==> src/rtl/pr_hrav_pkg.sv <==
// Shared dispatcher definitions: FSM encoding and
// the round-robin pointer increment helper.
package pr_hrav_pkg;

    localparam logic [0:0] ST_IDLE = 1'b0;
    localparam logic [0:0] ST_LOCK = 1'b1;

    function automatic logic [4:0] ptr_inc(
        input logic [4:0]  p,
        input int unsigned n
    );
        logic [4:0] nx;
        nx = p + 5'd1;
        if (32'(nx) >= n) nx = '0;
        return nx;
    endfunction

endpackage

==> src/rtl/pr_hrav_rr_arb.sv <==
// Round-robin first-enabled search: lowest set mask bit
// at or above ptr, wrapping modulo N.
module pr_hrav_rr_arb #(
    parameter int N = 4,
    parameter int W = 2
) (
    input  logic [N-1:0] mask,
    input  logic [W-1:0] ptr,
    output logic [W-1:0] grant,
    output logic         any
);

    logic [2*N-1:0] dbl;
    logic [N-1:0]   rot;
    logic [W:0]     sum;

    always_comb begin
        dbl   = {mask, mask} >> ptr;
        rot   = dbl[N-1:0];
        any   = 1'b0;
        sum   = '0;
        // descending scan so the nearest bit to ptr wins
        for (int i = N - 1; i >= 0; i--) begin
            if (rot[i]) begin
                sum = {1'b0, ptr} + (W + 1)'(i);
                any = 1'b1;
            end
        end
        if (sum >= (W + 1)'(N)) sum = sum - (W + 1)'(N);
        grant = sum[W-1:0];
    end

endmodule

==> src/rtl/pr_hrav_rr_dispatch.sv <==
// Packet-atomic round-robin dispatcher onto a shared
// data bus with a one-beat output register.
module pr_hrav_rr_dispatch
    import pr_hrav_pkg::*;
#(
    parameter int DAT_BW = 128,
    parameter int NUM_PE = 4,
    parameter int PE_W   = 2
) (
    input  logic              clk,
    input  logic              rst,
    input  logic              vld_in,
    input  logic [DAT_BW-1:0] data_in,
    input  logic              eop_in,
    output logic              ready_out,
    input  logic [NUM_PE-1:0] pe_en,
    input  logic [NUM_PE-1:0] ready_in,
    output logic [NUM_PE-1:0] vld_out,
    output logic [DAT_BW-1:0] data_out,
    output logic              eop_out,
    output logic [31:0]       pkt_cnt
);

    logic [0:0]        state_q, state_d;
    logic [PE_W-1:0]   rr_ptr_q, rr_ptr_d;
    logic [PE_W-1:0]   cur_pe_q, cur_pe_d;
    logic              vld_q, vld_d;
    logic [DAT_BW-1:0] data_q, data_d;
    logic              eop_q, eop_d;
    logic [PE_W-1:0]   dst_q, dst_d;
    logic [31:0]       pkt_cnt_q, pkt_cnt_d;

    logic [PE_W-1:0]   grant;
    logic              any;
    logic              drain;
    logic              acc;

    pr_hrav_rr_arb #(
        .N (NUM_PE),
        .W (PE_W)
    ) u_arb (
        .mask  (pe_en),
        .ptr   (rr_ptr_q),
        .grant (grant),
        .any   (any)
    );

    assign drain     = vld_q & ready_in[dst_q];
    assign ready_out = (state_q == ST_LOCK) & (~vld_q | ready_in[dst_q]);
    assign acc       = vld_in & ready_out;

    always_comb begin
        state_d   = state_q;
        rr_ptr_d  = rr_ptr_q;
        cur_pe_d  = cur_pe_q;
        data_d    = data_q;
        eop_d     = eop_q;
        dst_d     = dst_q;
        pkt_cnt_d = pkt_cnt_q;
        vld_d     = drain ? 1'b0 : vld_q;
        if (state_q == ST_IDLE) begin
            if (vld_in && any) begin
                cur_pe_d = grant;
                state_d  = ST_LOCK;
            end
        end else if (acc) begin
            vld_d  = 1'b1;
            data_d = data_in;
            eop_d  = eop_in;
            dst_d  = cur_pe_q;
            if (eop_in) begin
                state_d   = ST_IDLE;
                rr_ptr_d  = PE_W'(ptr_inc(5'(cur_pe_q), NUM_PE));
                pkt_cnt_d = pkt_cnt_q + 32'd1;
            end
        end
    end

    always_ff @(posedge clk or posedge rst) begin
        if (rst) begin
            state_q   <= ST_IDLE;
            rr_ptr_q  <= '0;
            cur_pe_q  <= '0;
            vld_q     <= 1'b0;
            data_q    <= '0;
            eop_q     <= 1'b0;
            dst_q     <= '0;
            pkt_cnt_q <= '0;
        end else begin
            state_q   <= state_d;
            rr_ptr_q  <= rr_ptr_d;
            cur_pe_q  <= cur_pe_d;
            vld_q     <= vld_d;
            data_q    <= data_d;
            eop_q     <= eop_d;
            dst_q     <= dst_d;
            pkt_cnt_q <= pkt_cnt_d;
        end
    end

    assign vld_out  = vld_q ? (NUM_PE'(1) << dst_q) : '0;
    assign data_out = data_q;
    assign eop_out  = eop_q;
    assign pkt_cnt  = pkt_cnt_q;

endmodule
==> config.mk <==
export PLATFORM = sky130hd
export DESIGN_NAME = pr_hrav_rr_dispatch
export DESIGN_NICKNAME = d
export VERILOG_FILES = /design/src/rtl/pr_hrav_pkg.sv /design/src/rtl/pr_hrav_rr_arb.sv /design/src/rtl/pr_hrav_rr_dispatch.sv
export SDC_FILE = /design/constraint.sdc
export NUM_CORES = 1
export LEC_CHECK = 0
export ABC_AREA = 1
export CAP_MARGIN = 5
export CORE_MARGIN = 2
export CORE_UTILIZATION = 47
export DETAILED_ROUTE_END_ITERATION = 10
export HOLD_SLACK_MARGIN = 0.02
export PLACE_DENSITY = 0.86
export SYNTH_ARGS = -nofsm -noshare
export SYNTH_HDL_FRONTEND = slang
export SYNTH_SLANG_ARGS = --single-unit
==> constraint.sdc <==
create_clock -name clk -period 15.6 [get_ports clk]
set_input_delay 3.12 -clock clk [delete_from_list [all_inputs] [get_ports clk]]
set_output_delay 3.12 -clock clk [all_outputs]
set_load 0.02 [all_outputs]
==> results of run 1 <==
[power by group]
| part | switching [µW] | internal, µW |
|---|---|---|
| sequential | 131 | 631 |
| combinational | 629 | 470 |
| clock | 178 | 262 |
| total | 938 | 1360 |
[final timing paths]
| check | startpoint | end | slack [ns] | cells after the start |
|---|---|---|---|---|
| hold / removal | data_out[117] | data_out[117] | 0.48 | 2 |
| max in group asynchronous | rst | data_out[8] | 10.59 | 4 |
| min in group asynchronous | rst | pkt_cnt[27] | 3.08 | 2 |
| setup / recovery | ready_in[3] | ready_out | 7.91 | 7 |
| hold reg to reg | data_out[117] | data_out[117] | 0.48 | 2 |
| setup reg to reg | dst_q[0] | pkt_cnt[16] | 12.43 | 11 |
[synthesized netlist by cell type, drive strengths merged]
cell type  number  share of area [%]
nand3b          7               0.69
o21ai          32                2.1
ha              2               0.33
xor2            7               0.80
and2            1              0.082
a21oi           2               0.13
nand2         570                 28
inv            55                2.7
xnor2           3               0.34
buf            33                3.3
dfrtp         169                 55
nand3          26                1.7
nor2           55                2.8
nand4           2               0.36
nor3           17                1.1
clkbuf          3               0.15
[critical path: cells and delay by family]
family / cells / cell delay (ns)
simple gates: 5 / 0.41
buf+inv: 2 / 1.04
[kinds of logic (layout without fill, tap and decap cells)]
kind of cell / after synthesis / after routing / synth area share (%)
flops: 169 / 169 / 55.21
simple gates: 678 / 678 / 34.89
xor+xnor: 10 / 10 / 1.143
other cells: 0 / 1 / 0
buf+inv: 91 / 395 / 6.207
fa+ha+maj: 2 / 2 / 0.3266
compound gates: 34 / 34 / 2.221
[stage by stage]
step                      hold slack [ns]  std cells
after CTS                          0.4815       1504
after global routing               0.4951       1505
after floorplan                    0.4732        984
after detailed placement           0.4637       1473
after global placement             0.4610       1473
final                              0.4790       1505
[routing by layer]
metal,wire [µm],track usage [%],vias up,share of wire (%)
met1,9509,34.04,3475,40
met2,11830,46.45,249,50
met3,1445,6.327,52,6.1
li1,-,-,3578,-
met5,12,0,-,0.051
met4,838,11.96,2,3.5
[sequential cells by signal, summed over array words and instances (netlist names)]
register	cells
pkt_cnt	32
data_out	128
state_q	1
eop_out	1
cur_pe_q	2
dst_q	2
vld_q	1
rr_ptr_q	2
[placed cells by master, fill, tap and decap left out]
cell type        netlist  layout
nand3_1               26      26
diode_2                0       1
clkinvlp_4             0       3
clkdlybuf4s50_1        0     305
o21ai_1                1       1
nor3_1                17      17
clkbuf_16              0      17
bufinv_16              0       3
a21oi_1                2       2
xor2_1                 7       7
clkbuf_8               0       2
dfrtp_1              169     169
inv_8                  0       1
o21ai_0               31      31
inv_6                  0       4
nand2_1              568     568
inv_1                 52      51
and2_1                 1       1
clkinv_2               0       1
nor2_4                 1       1
xnor2_1                3       3
nor2_1                53      53
inv_4                  1       1
clkinv_4               0       1
buf_4                 11       4
nand4_4                1       1
nor2_2                 1       1
nand2_4                2       2
nand4_1                1       1
ha_1                   2       2
nand3b_1               7       7
inv_2                  2       2
[cell type report]
| cell class | count | area, µm² | share of cell area [%] |
|---|---|---|---|
| clock buffer | 19 | 452.9 | 3.983 |
| multi-input combinational | 724 | 2955 | 25.99 |
| tap | 216 | 270.3 | 2.377 |
| antenna | 1 | 2.502 | 0.02201 |
| sequential | 169 | 4229 | 37.19 |
| inverter | 55 | 214.0 | 1.882 |
| clock inverter | 12 | 163.9 | 1.441 |
| timing repair buffer | 309 | 3083 | 27.11 |
==> metrics.yaml, run 1 <==
status:
  status: "finished, final reports clean"
synthesis:
  seq_area_frac_synth_pct: 55.21
  syn_avg_cell_area_um2: 7.784
  synthCells: 984
  synth_nets: 1126
  syn_area_um2: 7660
  synthDistinctLibCells: 25
  synth_seq_cells: 169
  yosysWarnings: 0
critical_path:
  crit_fanout: 3
  worstPathArrival_ns: 4.57
  timing.critical_path.mode_cell: "nand2_1"
  path_cells: "clkdlybuf4s50_1 > nand2_1 > nand2_1 > nand2_1 > nand4_4 > and2_1 > clkdlybuf4s50_1"
  endpoint_kind: "output port"
  worst-setup-path-type: "in -> out"
  cp_slowest_cell: "clkdlybuf4s50_1"
  cpPeakStageDelay_ns: 0.59
  cp.required_ns: 12.48
  start_kind: "primary input"
grt:
  grt_max_degree: 107
  grt_first_pass_wirelength_mm: 37.71
  grt_pass1_vias: 7100
  track_usage_pct: 27.57
  antenna_found_initial: 2
  grt_overflow: 0
pwr:
  fin_total_pwr_uw: 2302
  vdd_drop_max_mv: 0.09960
  leakage_uw: 0.005506
  power_density_nw_per_um2: 202.4
sta:
  slew_headroom_pct: 25.73
  period_share_pct: 49.31
  setup_slack_ns: 7.908
  hold_viol_final: 0
  drv_slew: 0
  setup_viol: 0
  finalClockSkew_ns: 0.008629
  rsz0062_at_grt: "false"
  setup-tns-final_ns: 0
  period_needed_ns: 7.692
  tightest_slew_ns: 1.114
  max_freq_mhz: 130.0
layout:
  fin_area_um2: 11370
  fillers: 1219
  fin_nets: 1418
  utilization_pct: 71.58
  drive_gt1_share_pct: 3.416
  area_growth_pct: 48.45
clock_network:
  tritoncts: "yes"
  holdBufCountCts: 0
  cts_sinks: 169
  clk_latency_ns: 0.42
  clk_path_buf_depth: 2
  clk_pin_slew_ns: 0.06
  cts_buffers: 17
  cts_root_buffer: "clkbuf_16"
  h-tree-depth: 4
  post_cts_resized: 0
  postCtsSetupBuffers: 0
floorplanning:
  ios: 306
  die_x_um: 131.7
  start_util_pct: 48.22
  die_area_um2: 17330
  fp.dieH_um: 131.7
  core_um2: 15890
  rows: 46
route:
  vias: 7356
  drt_wl_total_mm: 23.64
  drtPass1Iterations: 5
  ant_nets: 0
  drt_iter0_drc: 486
  wire_per_inst_um: 15.70
  post-route-drc-count: 0
  viasPerCell: 4.888
worst_hold_path:
  hp-class: "reg -> reg"
place:
  dp_slack_ns: 7.898
  io_buffers: 305
  placed_cell_area_um2: 10750
  dp_hpwl_mm: 17.11
  routabilityCongestion: 0.8885
job:
  max_cap_viol_count: 0
Note: power is estimated with default switching activity, not from simulation.
==> run 2, diff against run 1 <==
- CORE_UTILIZATION: 47 -> 44
- PLACE_DENSITY: 0.86 -> 0.81
- clock period: 15.6 -> 7.55 ns (I/O delays scaled with it)
==> run 2 against run 1 <==
Power up 110%. Combinational power up 110%. Sequential share of layout area shrank 0.12 points. Non-clock buffer count unchanged. Final cell count rose by 0.93%. Clock skew increased by 0.0017 ns. Via count shrank 1.3%. Largest power group unchanged.
==> metrics.yaml, run 2 (synthesis results as in run 1) <==
grt:
  grt_overflow: 0  # unchanged
  grt_first_pass_wirelength_mm: 36.09  # -4.3%
  use_met2_pct: 42.68  # -3.8 points
  grt_pass1_vias: 7024  # -1.1%
  track_usage_pct: 25.19  # -2.4 points
  antenna_found_initial: 5  # +3
  busiest_layer: "met2"
  grt_max_degree: 100  # -6.5%
  use_met3_pct: 7.047  # +0.72 points
  grtUsageMet1_pct: 30.15  # -3.9 points
floorplanning:
  start_util_pct: 44.59  # -3.6 points
  rows: 48  # +4.3%
  fp.dieH_um: 135.9  # +3.3%
  die_area_um2: 18480  # +6.6%
  ios: 306  # unchanged
  die_x_um: 135.9  # +3.3%
  core_um2: 17180  # +8.1%
pwr:
  power_density_nw_per_um2: 418.1  # +110%
  power_switching_uw: 1945  # +110%
  comb_power_share_pct: 47.5  # -0.3 points
  p_sw_share_pct: 40.78  # about the same
  vdd_drop_max_mv: 0.2304  # +130%
  leakage_uw: 0.005522  # +0.30%
  internal_power_uw: 2824  # +110%
  p_clk_share_pct: 19.6  # +0.5 points
  seqPwrFrac_pct: 32.9  # -0.2 points
sta:
  finalClockSkew_ns: 0.01036  # +0.001727 ns
  max_freq_mhz: 222.5
  drv_slew: 0  # unchanged
  tightest_slew_ns: 0.9959  # -0.1182 ns
  setup-tns-final_ns: 0  # unchanged
  slew_headroom_pct: 33.45  # +7.7 points
  rsz0062_at_grt: "false"
  period_needed_ns: 4.494
  hold_viol_final: 0  # unchanged
  setup_viol: 0  # unchanged
  period_share_pct: 59.52
place:
  io_buffers: 305  # unchanged
  placed_cell_area_um2: 10760  # +0.10%
  routabilityCongestion: 0.9100  # +2.4%
  dp_hpwl_mm: 16.81  # -1.8%
layout:
  area_growth_pct: 48.94
  fillers: 1448  # +19%
  fin_area_um2: 11410  # +0.33%
  mostFrequentLayoutCells: "nand2_1 (568), clkdlybuf4s50_1 (305), dfrtp_1 (169)"
  drive_gt1_share_pct: 3.491  # +0.075 points
  seqCellArea_um2: 4229  # unchanged
  largest_register_ffs: 128  # unchanged
  layout_commonest_cell: "nand2_1"
  multi_input_comb_area_um2: 2955  # unchanged
  fin_nets: 1418  # unchanged
worst_hold_path:
  hp-class: "reg -> reg"
  min_path_cells: 2  # unchanged
  hold_end: "data_out[126]"
  hold_start: "data_out[126]"
critical_path:
  r2r-end: "pkt_cnt[16]"
  crit_fanout: 3  # unchanged
  endpoint_kind: "output port"
  reg2reg_slack_ns: 4.79  # -7.64 ns
  cp.required_ns: 6.04  # -6.44 ns
  cpPeakStageDelay_ns: 0.60  # about the same
  timing.critical_path.mode_cell: "nand2_1"
  r2r_start: "dst_q[0]"
  worst-setup-path-type: "in -> out"
  path_cells: "clkdlybuf4s50_1 > nand2_1 > nand2_1 > nand2_1 > nand4_4 > and2_1 > clkdlybuf4s50_1"
  cp_slowest_cell: "clkdlybuf4s50_1"
  start_kind: "primary input"
  worstPathArrival_ns: 2.98  # -1.59 ns
  r2r_cells: 11  # unchanged
route:
  ant_nets: 0  # unchanged
  viasPerCell: 4.781  # -2.2%
  drt_wl_total_mm: 23.28  # -1.5%
  vias: 7263  # -1.3%
  post-route-drc-count: 0  # unchanged
  wire_per_inst_um: 15.33  # -2.4%
  drt_iter0_drc: 414  # -15%
  drtPass1Iterations: 5  # unchanged
clock_network:
  postCtsSetupBuffers: 0  # unchanged
  cts_root_buffer: "clkbuf_16"
  cts_buffers: 17  # unchanged
  tritoncts: "yes"
  cts_sinks: 169  # unchanged
  clk_path_buf_depth: 2  # unchanged
  clk_pin_slew_ns: 0.06  # about the same
  holdBufCountCts: 0  # unchanged
  clk_latency_ns: 0.42  # about the same
  post_cts_resized: 0  # unchanged
  h-tree-depth: 4  # unchanged
job:
  max_cap_viol_count: 0  # unchanged
status:
  status: "finished, final reports clean"
-- run 2: worst max-delay path: cells and delay by family --
family	cells	cell delay (ns)
and+or+nand+nor	5	0.42
buffers and inverters	2	1.05
-- run 2: final cells by class --
class                      instances  area share [%]
antenna                            5          0.1097
inverter                          55           1.875
clock buffer                      19           3.970
sequential                       169           37.07
tap                              225           2.468
timing repair buffer             309           27.02
multi-input combinational        724           25.90
clock inverter                    13           1.579
-- run 2: through the flow --
stage	hold WS (ns)	cells	power, µW	setup slack, ns	utilization, %
detailed placement	0.4637	1482	3848	3.064	62.66
global route	0.4954	1518	5058	2.943	66.40
floorplan	0.4732	984	2793	1.465	-
global placement	0.4602	1482	3790	3.068	62.66
finish	0.4778	1519	4769	3.056	66.42
CTS	0.4816	1514	4807	3.060	66.35
-- run 2: worst max path at each step --
stage | start | endpoint
finish | ready_in[3] | ready_out
global route | ready_in[3] | ready_out
CTS | ready_in[3] | ready_out
detailed placement | ready_in[3] | ready_out
global placement | ready_in[3] | ready_out
floorplan | rst | cur_pe_q[0]
-- run 2: layer usage --
layer  vias up  wire length, µm  part of all wire [%]
met5         -                0                     0
met4         0              807                   3.5
met3        48             1857                   8.0
met2       270            11440                    49
met1      3354             9175                    39
li1       3591                -                     -
-- run 2: power by group through the flow --
stage | combinational (µW) | clock [µW] | sequential (µW)
2_1_floorplan | 794 | 0 | 2000
3_3_place_gp | 2240 | 0 | 1550
3_5_place_dp | 2280 | 0 | 1570
4_1_cts | 2290 | 952 | 1560
5_1_grt | 2460 | 988 | 1620
6_report | 2270 | 934 | 1570
